<file path="config.mk">
export PLATFORM = sky130hd
export DESIGN_NAME = cla_subtractor_pipe
export DESIGN_NICKNAME = d
export VERILOG_FILES = /design/src/rtl/cla_pkg.sv /design/src/rtl/cla_group4.sv /design/src/rtl/cla_subtractor_pipe.sv
export SDC_FILE = /design/constraint.sdc
export NUM_CORES = 1
export LEC_CHECK = 0
export ABC_CLOCK_PERIOD_IN_PS = 1500
export CORE_UTILIZATION = 49
export CTS_CLUSTER_DIAMETER = 200
export DETAILED_ROUTE_END_ITERATION = 10
export PLACE_DENSITY = 0.75
export SYNTH_ARGS = -nofsm -noshare
export SYNTH_HDL_FRONTEND = slang
export SYNTH_SLANG_ARGS = --single-unit
</file>
<file path="constraint.sdc">
create_clock -name clk -period 1.5 [get_ports clk]
set_input_delay 0.3 -clock clk [delete_from_list [all_inputs] [get_ports clk]]
set_output_delay 0.3 -clock clk [all_outputs]
set_load 0.03 [all_outputs]
</file>
<file path="src/rtl/cla_pkg.sv">
// Shared definitions for the pipelined carry-lookahead subtractor:
// group width, propagate/generate pair type and stage-count helper.
package cla_pkg;

  localparam int GROUP_W = 4;

  typedef struct packed {
    logic p;
    logic g;
  } pg_t;

  function automatic int stages(input int width);
    return width / GROUP_W;
  endfunction

endpackage

</file>
<file path="src/rtl/cla_group4.sv">
// Combinational 4-bit carry-lookahead group: sum, carry-out and the
// group propagate/generate terms.
module cla_group4
  import cla_pkg::*;
(
  input  logic [3:0] a,
  input  logic [3:0] b,
  input  logic       cin,
  output logic [3:0] s,
  output logic       cout,
  output logic       p,
  output logic       g
);

  logic [3:0] bp;
  logic [3:0] bg;
  logic [3:0] c;
  pg_t        grp;

  always_comb begin
    bp   = a ^ b;
    bg   = a & b;
    c[0] = cin;
    c[1] = bg[0] | (bp[0] & cin);
    c[2] = bg[1] | (bp[1] & bg[0]) | (bp[1] & bp[0] & cin);
    c[3] = bg[2] | (bp[2] & bg[1]) | (bp[2] & bp[1] & bg[0])
         | (bp[2] & bp[1] & bp[0] & cin);
    grp.p = &bp;
    grp.g = bg[3] | (bp[3] & bg[2]) | (bp[3] & bp[2] & bg[1])
          | (bp[3] & bp[2] & bp[1] & bg[0]);
    s    = bp ^ c;
    cout = grp.g | (grp.p & cin);
    p    = grp.p;
    g    = grp.g;
  end

endmodule

</file>
<file path="src/rtl/cla_subtractor_pipe.sv">
// Pipelined valid/ready subtractor, diff = in1 - in2 - bin, one lookahead
// group per stage. Define CLA_SUB_OVF_EN to add the registered signed-overflow output.
module cla_subtractor_pipe
  import cla_pkg::*;
#(
  parameter int WIDTH = 16
) (
  input  logic             clk,
  input  logic             rst_n,
  input  logic             in_valid,
  output logic             in_ready,
  input  logic [WIDTH-1:0] in1,
  input  logic [WIDTH-1:0] in2,
  input  logic             bin,
  output logic             out_valid,
  input  logic             out_ready,
  output logic [WIDTH-1:0] diff,
`ifdef CLA_SUB_OVF_EN
  output logic             ovf,
`endif
  output logic             bout
);

  localparam int STAGES = stages(WIDTH);
  localparam int L      = STAGES - 1;

  if ((WIDTH % GROUP_W) != 0 || WIDTH < GROUP_W) begin : g_bad_width
    $error("cla_subtractor_pipe: WIDTH must be a multiple of 4 and >= 4");
  end

  // *_s: stage inputs, *_n: stage results, *_r: stage registers.
  // The borrow (inverted carry) is what travels, so reset zeros mean "no borrow".
  logic [WIDTH-1:0]   a_s  [STAGES];
  logic [WIDTH-1:0]   b_s  [STAGES];
  logic [WIDTH-1:0]   d_s  [STAGES];
  logic               br_s [STAGES];
  logic               v_s  [STAGES];
  logic [WIDTH-1:0]   d_n  [STAGES];
  logic               br_n [STAGES];
  logic [GROUP_W-1:0] s_g  [STAGES];
  pg_t                pg_g [STAGES];
  logic [STAGES-1:0]  co_g;
  logic [WIDTH-1:0]   a_r  [STAGES];
  logic [WIDTH-1:0]   b_r  [STAGES];
  logic [WIDTH-1:0]   d_r  [STAGES];
  logic               br_r [STAGES];
  logic               v_r  [STAGES];
  logic               en;

  assign en        = !out_valid || out_ready;
  assign in_ready  = en;
  assign out_valid = v_r[L];
  assign diff      = d_r[L];
  assign bout      = br_r[L];

  for (genvar j = 0; j < STAGES; j++) begin : g_stage
    if (j == 0) begin : g_head
      assign a_s[j]  = in1;
      assign b_s[j]  = in2;
      assign d_s[j]  = '0;
      assign br_s[j] = bin;
      assign v_s[j]  = in_valid;
    end else begin : g_body
      assign a_s[j]  = a_r[j-1];
      assign b_s[j]  = b_r[j-1];
      assign d_s[j]  = d_r[j-1];
      assign br_s[j] = br_r[j-1];
      assign v_s[j]  = v_r[j-1];
    end

    cla_group4 u_grp (
      .a    (a_s[j][j*GROUP_W +: GROUP_W]),
      .b    (~b_s[j][j*GROUP_W +: GROUP_W]),
      .cin  (~br_s[j]),
      .s    (s_g[j]),
      .cout (co_g[j]),
      .p    (pg_g[j].p),
      .g    (pg_g[j].g)
    );
  end

  always_comb begin
    for (int j = 0; j < STAGES; j++) begin
      d_n[j]                       = d_s[j];
      d_n[j][j*GROUP_W +: GROUP_W] = s_g[j];
      br_n[j]                      = ~(pg_g[j].g | (pg_g[j].p & ~br_s[j]));
    end
  end

`ifdef CLA_SUB_OVF_EN
  logic ovf_n;
  logic ovf_r;

  assign ovf_n = (a_s[L][WIDTH-1] ^ b_s[L][WIDTH-1]) & (d_n[L][WIDTH-1] ^ a_s[L][WIDTH-1]);
  assign ovf   = ovf_r;

  always_ff @(posedge clk or negedge rst_n) begin
    if (!rst_n) begin
      ovf_r <= 1'b0;
    end else if (en) begin
      ovf_r <= ovf_n;
    end
  end
`endif

  always_ff @(posedge clk or negedge rst_n) begin
    if (!rst_n) begin
      for (int j = 0; j < STAGES; j++) begin
        v_r[j]  <= 1'b0;
        br_r[j] <= 1'b0;
        a_r[j]  <= '0;
        b_r[j]  <= '0;
        d_r[j]  <= '0;
      end
    end else if (en) begin
      for (int j = 0; j < STAGES; j++) begin
        v_r[j]  <= v_s[j];
        br_r[j] <= br_n[j];
        a_r[j]  <= a_s[j];
        b_r[j]  <= b_s[j];
        d_r[j]  <= d_n[j];
      end
    end
  end

  // The group carry-out duplicates br_n, and the last stage's operand copies have no consumer.
  logic unused_bits;
  assign unused_bits = ^{co_g, a_r[L], b_r[L]};

endmodule

</file>
# Word-level counts from Yosys, hierarchy flattened
# Index checks and enable logic that the tools add are counted.
# word_totals
word_cells	148
inputBits	37
ff_bits	144
# op_classes
n_reduce_logical	6
n_bitwise	124
# op_table
cell	n
bitwise AND 1 bit	60
bitwise OR 1 bit	40
XOR 4 bit	8
bitwise AND 4 bit	4
inverter 4 bit	4
AND reduction 4 bit	4
inverter 1 bit	8
logical NOT 1 bit	1
logical OR 1 bit	1

# Longest topological paths before layout
# Gate-level depths: netlist of run 1.
# logic_depth
word_depth	8
mapped_depth	6

# Cells and area by module
# A second synthesis of run 1 with hierarchy kept.
# unflattened
hier_cells	320
hier_area_um2	4636.9
# by_module_without_submodules
mod	area_per_inst_um2	instances	cells_each
cla_subtractor_pipe	3872.5	1	232
cla_group4 (g_stage[1].u_grp ...)	193.9	3	22
cla_group4 (g_stage[0].u_grp)	182.7	1	22

# Least setup slack after synthesis of run 1
# Ideal clock, no wire load.
# synth_path
path_kind	reg-to-output
from	reg v_r, in the netlist out_valid
to	out in_ready
arrival_time_ns	1.252
stages_incl_launch_ff	4
path_slack_ns	-0.052
path_buffers	1
path_cell_list	dfrtp_1 nor2b_2 inv_2 clkbuf_1
# synth_via
elab_chain_cells	2
# synth_lines
element	line	source
start, declared	cla_subtractor_pipe.sv:47	logic v_r [STAGES];
start signal, assigned by index	cla_subtractor_pipe.sv:117	v_r[j] <= v_s[j];
logical NOT 1 bit	cla_subtractor_pipe.sv:50	assign en = !out_valid || out_ready;
logical OR 1 bit	cla_subtractor_pipe.sv:50	
end, declared	cla_subtractor_pipe.sv:11	output logic in_ready,
# No other way between the ends.

# Worst setup path after layout of run 1
# layout_path
from	reg a_r[52] in the netlist's numbering
to	reg br_r[2] in the netlist's numbering
# layout_via
elab_chain_cells	5
elab_cells_between_ends	8
# layout_lines
element	line	source
start, declared	cla_subtractor_pipe.sv:43	logic [WIDTH-1:0] a_r [STAGES];
start signal, assigned by index	cla_subtractor_pipe.sv:119	a_r[j] <= a_s[j];
XOR 4 bit / bitwise AND 4 bit (equally long branches)	cla_group4.sv:21, cla_group4.sv:22	
AND reduction 4 bit / bitwise AND 1 bit (equally long branches)	cla_group4.sv:28, cla_group4.sv:30	
bitwise AND 1 bit / bitwise OR 1 bit (equally long branches)	-	
bitwise OR 1 bit *	-	
inverter 1 bit *	cla_subtractor_pipe.sv:86	br_n[j] = ~(pg_g[j].g | (pg_g[j].p & ~br_s[j]));
end signal, assigned by index	cla_subtractor_pipe.sv:118	br_r[j] <= br_n[j];
end, declared	cla_subtractor_pipe.sv:46	logic br_r [STAGES];
# Mark *: on every way between the ends. The rest lies on a longest branch, timed or not.
# A chain may end at the register's enable or synchronous reset.

==> flow_summary.yaml, run 1 <==
yosys:
  synth_cell_type_count: 22
  async_flop_share_pct: 100
  synthTopCellsByArea: "dfrtp_1, nand2_1, ha_1, o21ai_0, fa_1"
  syn-num-nets: 498
  synth_cells: 441
  synth_warnings: 0
  syn_avg_cell_area_sq_um: 9.32
  yosysTopAreaCell: "dfrtp_1"
  synth-edff-count: 0
  synthesis.area_sq_um: 4110
  ys.flop_type: "dfrtp_1"
  ys_ff_latch: 96
  ys_seq_area_share_pct: 58.4
  synth_most_common_cell: "nand2_1"
  synth_common_cells: "nand2_1, dfrtp_1, inv_1"
  synth_top_area_share_pct: 58.4
final_layout:
  instances_no_fill: 627
  drive_above_1_share_pct: 12.6
  fin_nets: 575
  finalInstanceArea_sq_um: 5300
  antennaDiodeCount: 0
  syn2layout_area_growth_pct: 28.8
status:
  violations: "negative setup slack"
  status: "finished with violations"
placement:
  dp_cells: 607
  placed_cell_area_sq_um: 4960
  gp_congestion: 0.757
  port_buffers: 55
  dpl.hpwl_mm: 5.36
timing:
  min_period_ns: 1.62
  tightestPinTransition_ns: 0.431
  min_period_over_period_pct: 108
  clock.fmax_mhz: 619
  hold_viol: 0
  skew_ns: 0.00743
  setup_viol_count_final: 7
  setup_slack_ns: -0.116
  maxSlewHeadroom_pct: 71.2
  hold_ws_ns: 0.418
  slew_viol_final: 0
  rsz0062_at_grt: "yes"
die:
  chipWidth_um: 93.6
  initial_core_util_pct: 50.3
  die_h_um: 93.6
  boundaryPins: 56
  rows: 33
  die_area_sq_um: 8760
  core_area_sq_um: 8180
power:
  p_switching_mw: 4.00
  clockPowerShare_pct: 16.8
  cellLeakagePower_nw: 2.70
  intPower_mw: 6.72
  finalPower_mw: 10.7
  seqPwrFrac_pct: 40.3
  p_sw_share_pct: 37.3
  combPwrFrac_pct: 42.9
  peakVddDrop_mv: 0.881
  power_density_nw_per_um2: 2020
critical_path:
  cpMaxStageDelayCell: "dfrtp_1"
  worstSetupEndpointType: "flop"
  path_class: "reg2reg"
  critPathLaunchType: "flop"
  cp_slowest_stage_delay_ns: 0.39
  required_ns: 1.76
  worst-path-max-fanout: 3
  path_cells: "ha_1 > nor2b_1 > o31a_1 > o21a_1 > o31ai_2"
  r2r_setup_slack_ns: -0.12
  crit_arrival_ns: 1.88
global_routing:
  track_usage_pct: 19.7
  grt_pass1_vias: 3025
  grt_pass1_wl_mm: 13.5
  grt-ovfl-total: 0
  grt_max_degree: 42
  antenna_found_initial: 0
routing:
  wl_mm: 7.70
  wl_met2_mm: 3.88
  wl_met1_mm: 3.49
  top_layer: "met4"
  drtIter0Drc: 94
  dr_wl_met3_um: 202
  drc_errors: 0
  antenna_left: 0
  post_drt_wl_per_cell_um: 12.3
  vias: 3071
  drtPass1Iterations: 4
  via_per_inst: 4.90
cts:
  clock_sinks: 96
  cts_root_buffer: "clkbuf_8"
  htreeDepth: 3
  numCtsBuffers: 9
  clock_latency_ns: 0.35
  path_clk_slew_ns: 0.09
  cts_max_path_buffers: 2
  cts_tree: "done"
min_path:
  hold_path.class: "in2async"
run:
  drv_cap: 0
-- cell type report --
type	instances	area (sq um)
Clock buffer	10	128
Sequential cell	96	2400
Timing Repair Buffer	86	828
Tap cell	105	131
Inverter	21	83.8
Clock inverter	5	81.3
Multi-Input combinational cell	304	1640
Fill cell	683	2880
-- power groups by stage --
stage | combinational, mW | sequential, mW | clock [mW]
floorplan | 2.42 | 4.71 | 0
global placement | 4.25 | 4.31 | 0
detailed placement | 4.43 | 4.35 | 0
CTS | 4.31 | 4.30 | 1.83
global route | 5.17 | 4.47 | 1.94
finish | 4.60 | 4.31 | 1.80
-- stage by stage --
stage | setup slack (ns) | TNS [ns] | util [%]
3_3_place_gp | -0.452 | -2.66 | 60.7
5_1_grt | -0.166 | -1.06 | 64.8
3_5_place_dp | -0.489 | -3.84 | 60.7
6_report | -0.116 | -0.566 | 64.8
4_1_cts | -0.0996 | -0.472 | 63.3
2_1_floorplan | 0.0299 | 0 | -
-- registers in the layout, indices dropped and copies added, names as in the netlist --
name       count
b_r           24
out_valid      1
v_r            3
diff          16
br_r           3
d_n           24
a_r           24
bout           1
-- kinds of logic after synthesis --
kind of cell | synth area share (%)
adders and majority gates | 6.82
buffers and inverters | 4.08
AOI/OAI and AO/OA | 8.52
DFF | 58.4
and+or+nand+nor | 21.3
xor gates and xnor gates | 0.852
-- path summary, 6_finish.rpt --
kind | to | depth (start not counted) | startpoint
max | br_r[2] | 5 | a_r[52]
min | d_n[1] | 2 | rst_n
max reg2reg | br_r[2] | 5 | a_r[52]
min reg2reg | diff[4] | 2 | diff[4]
max in group asynchronous | b_r[60] | 3 | rst_n
min in group clk | diff[4] | 2 | diff[4]
-- layer usage --
layer,vias to the layer above,track usage (%)
li1,1546,-
met1,1455,25.0
met2,54,33.6
met3,16,3.98
met4,0,6.67
met5,-,0
-- layout by cell type (no fill, tap or decap), types with 5 or more instances in the layout --
master,count
dlygate4sd2_1,19
nand2_1,203
o21a_1,8
nor2_1,12
dfrtp_1,96
inv_1,15
o21ai_0,19
clkbuf_8,9
a21oi_1,8
buf_4,26
ha_1,12
buf_12,5
o31ai_1,5
inv_2,5
clkdlybuf4s50_1,31
-- worst max-delay path, delay by kind of cell (launching register included) --
family / cells / cell delay, ns
AOI/OAI and AO/OA: 3 / 0.71
adders and majority gates: 1 / 0.28
and+or+nand+nor: 1 / 0.14
DFF: 1 / 0.39
-- what timing repair did --
item                                   in CTS  in global routing
hold buffers                                1                  0
setup endpoints to repair                  29                 12
buffers inserted                            0                  4
resized for setup                          25                 20
pin swaps                                   3                 10
endpoints found under the hold margin      27                  0
(Power assumes the default switching activity.)
==> run 2, diff against run 1 <==
- CORE_ASPECT_RATIO: default -> 0.9
- TNS_END_PERCENT: default -> 1
==> run 2 against run 1 <==
Against the previous run:
- count of clock-buffer cells in the layout unchanged
- core utilization down 0.75 points
- global-route usage down 0.98 points
- final area down 2.0%
- combinational power down 7.0%
- clock power about the same
- critical endpoint is now bout
- the run ends with design-rule violations, negative setup slack left
- critical path depth unchanged
- sequential cell count unchanged
- final cell count down 1.9%
- register-to-register slack better by 0.03 ns
- maximum frequency up 1.7%
- highest routed layer unchanged
- routed wire length down 4.4%
==> flow_summary.yaml, run 2 (synthesis gave the netlist of run 1 again) <==
cts:
  numCtsBuffers: 9
  clock_sinks: 96
  clock_latency_ns: 0.37
  cts_root_buffer: "clkbuf_8"
  post_cts_buffers: 0
  htreeDepth: 3
  cts_max_path_buffers: 2
  cts_tree: "done"
  path_clk_slew_ns: 0.09
global_routing:
  track_usage_pct: 18.7
  grt_max_degree: 51
  grt_use_met3_pct: 5.45
  antenna_found_initial: 0
  grt_use_met1_pct: 21.7
  grt-ovfl-total: 0
  grt_pass1_vias: 2982
  top_usage_layer: "met2"
  use_met2_pct: 34.4
  grt_pass1_wl_mm: 12.7
placement:
  port_buffers: 55
  dpl.hpwl_mm: 5.23
  gp_congestion: 0.835
timing:
  tightestPinTransition_ns: 0.325
  skew_ns: 0.00506
  hold_viol: 0
  min_period_ns: 1.59
  maxSlewHeadroom_pct: 78.3
  clock.fmax_mhz: 629
  min_period_over_period_pct: 106
  slew_viol_final: 0
  setup_slack_ns: -0.0886
  setup_viol_count_final: 6
  setup_total_negative_slack_ns: -0.348
  rsz0062_at_grt: "yes"
die:
  boundaryPins: 56
  rows: 31
  die_area_sq_um: 8760
  chipWidth_um: 98.5
  core_area_sq_um: 8110
  die_h_um: 88.9
  initial_core_util_pct: 50.7
routing:
  wl_mm: 7.36
  antenna_left: 0
  drtIter0Drc: 81
  post_drt_wl_per_cell_um: 12.0
  vias: 2985
  drc_errors: 3
  drtPass1Iterations: 10
  via_per_inst: 4.85
final_layout:
  fill_cells: 680
  syn2layout_area_growth_pct: 26.3
  drive_above_1_share_pct: 10.1
  seq_area_sq_um: 2400
  final_cell_mix: "nand2_1, dfrtp_1, clkdlybuf4s50_1, o21ai_0, buf_4"
  multi_input_area_sq_um: 1590
  fin_nets: 568
  antennaDiodeCount: 0
  fin_util_pct: 64.0
  final_common_cell: "nand2_1"
critical_path:
  crit_arrival_ns: 1.87
  required_ns: 1.78
  critPathLaunchType: "flop"
  cpMaxStageDelayCell: "dfrtp_1"
  path_delay_family: "compound AO/OA/AOI/OAI gates"
  worstSetupEndpointType: "flop"
  cp_slowest_stage_delay_ns: 0.41
  timing.critical_path.buf_inv: 0
  path_cells: "ha_1 > nor2b_1 > o31a_1 > o21a_1 > o31ai_1"
  path_class: "reg2reg"
  worst-path-max-fanout: 3
power:
  intPower_mw: 6.41
  combPwrFrac_pct: 41.5
  clockPowerShare_pct: 17.1
  p_sw_share_pct: 37.9
  power_density_nw_per_um2: 1990
  seqPwrFrac_pct: 41.4
  peakVddDrop_mv: 0.788
  p_switching_mw: 3.91
  cellLeakagePower_nw: 2.67
min_path:
  hold_path.class: "in2async"
run:
  drv_cap: 0
status:
  status: "finished with violations"
  violations: "design-rule violations, negative setup slack"
## run 2: cell count changes in the layout (fill, tap and decap cells not counted), sizes merged
cell           previous run  this run
buf                      32        25
inv                      22        25
dlymetal6s2s              2         4
bufinv                    2         1
clkdlybuf4s15             1         0
clkinv                    1         0
dlygate4sd2              19        18
## run 2: path summary, 6_finish.rpt
path                          from  endpoint  slack [ns]  cells after the start
max                        a_r[28]      bout       -0.09                      5
min                          rst_n   diff[1]        0.37                      2
max reg2reg                a_r[28]      bout       -0.09                      5
min reg2reg                diff[6]   diff[6]        0.47                      2
max in group asynchronous    rst_n   a_r[56]        0.63                      3
min in group clk           in1[14]   a_r[62]        0.45                      3
## run 2: layout make-up
cell class	count	share of cell area [%]
timing repair buffer	79	15.1
multi-input combinational	304	30.6
tap	99	2.39
sequential	96	46.3
clock buffer	10	2.65
inverter	21	1.57
clock inverter	6	1.40
## run 2: repair_timing
action / CTS / global route
endpoints found under the setup margin: 29 / 13
resized for setup: 21 / 11
hold buffers: 1 / 0
hold endpoints to repair: 21 / 0
pin swaps: 3 / 4
## run 2: power groups by stage
stage | logic, mW | registers, mW | clock network [mW]
global route | 4.86 | 4.42 | 1.92
finish | 4.28 | 4.28 | 1.77
global placement | 4.25 | 4.30 | 0
floorplan | 2.42 | 4.71 | 0
CTS | 4.29 | 4.29 | 1.82
detailed placement | 4.40 | 4.35 | 0
## run 2: metrics by stage
step	hold WS (ns)	cells	cell area [sq um]	setup slack (ns)	power, mW
global placement	0.219	598	4930	-0.458	8.54
floorplan	0.00441	441	4110	-0.00185	7.14
detailed placement	0.220	598	4930	-0.606	8.75
finish	0.365	615	5190	-0.0886	10.3
global route	0.377	615	5190	-0.172	11.2
CTS	0.360	615	5140	-0.164	10.4
## run 2: routing by layer
layer / part of all wire (%) / vias to the layer above
met5: 0 / -
met4: 1.3 / 0
met3: 3.6 / 11
met2: 50 / 54
met1: 46 / 1385
li1: - / 1535
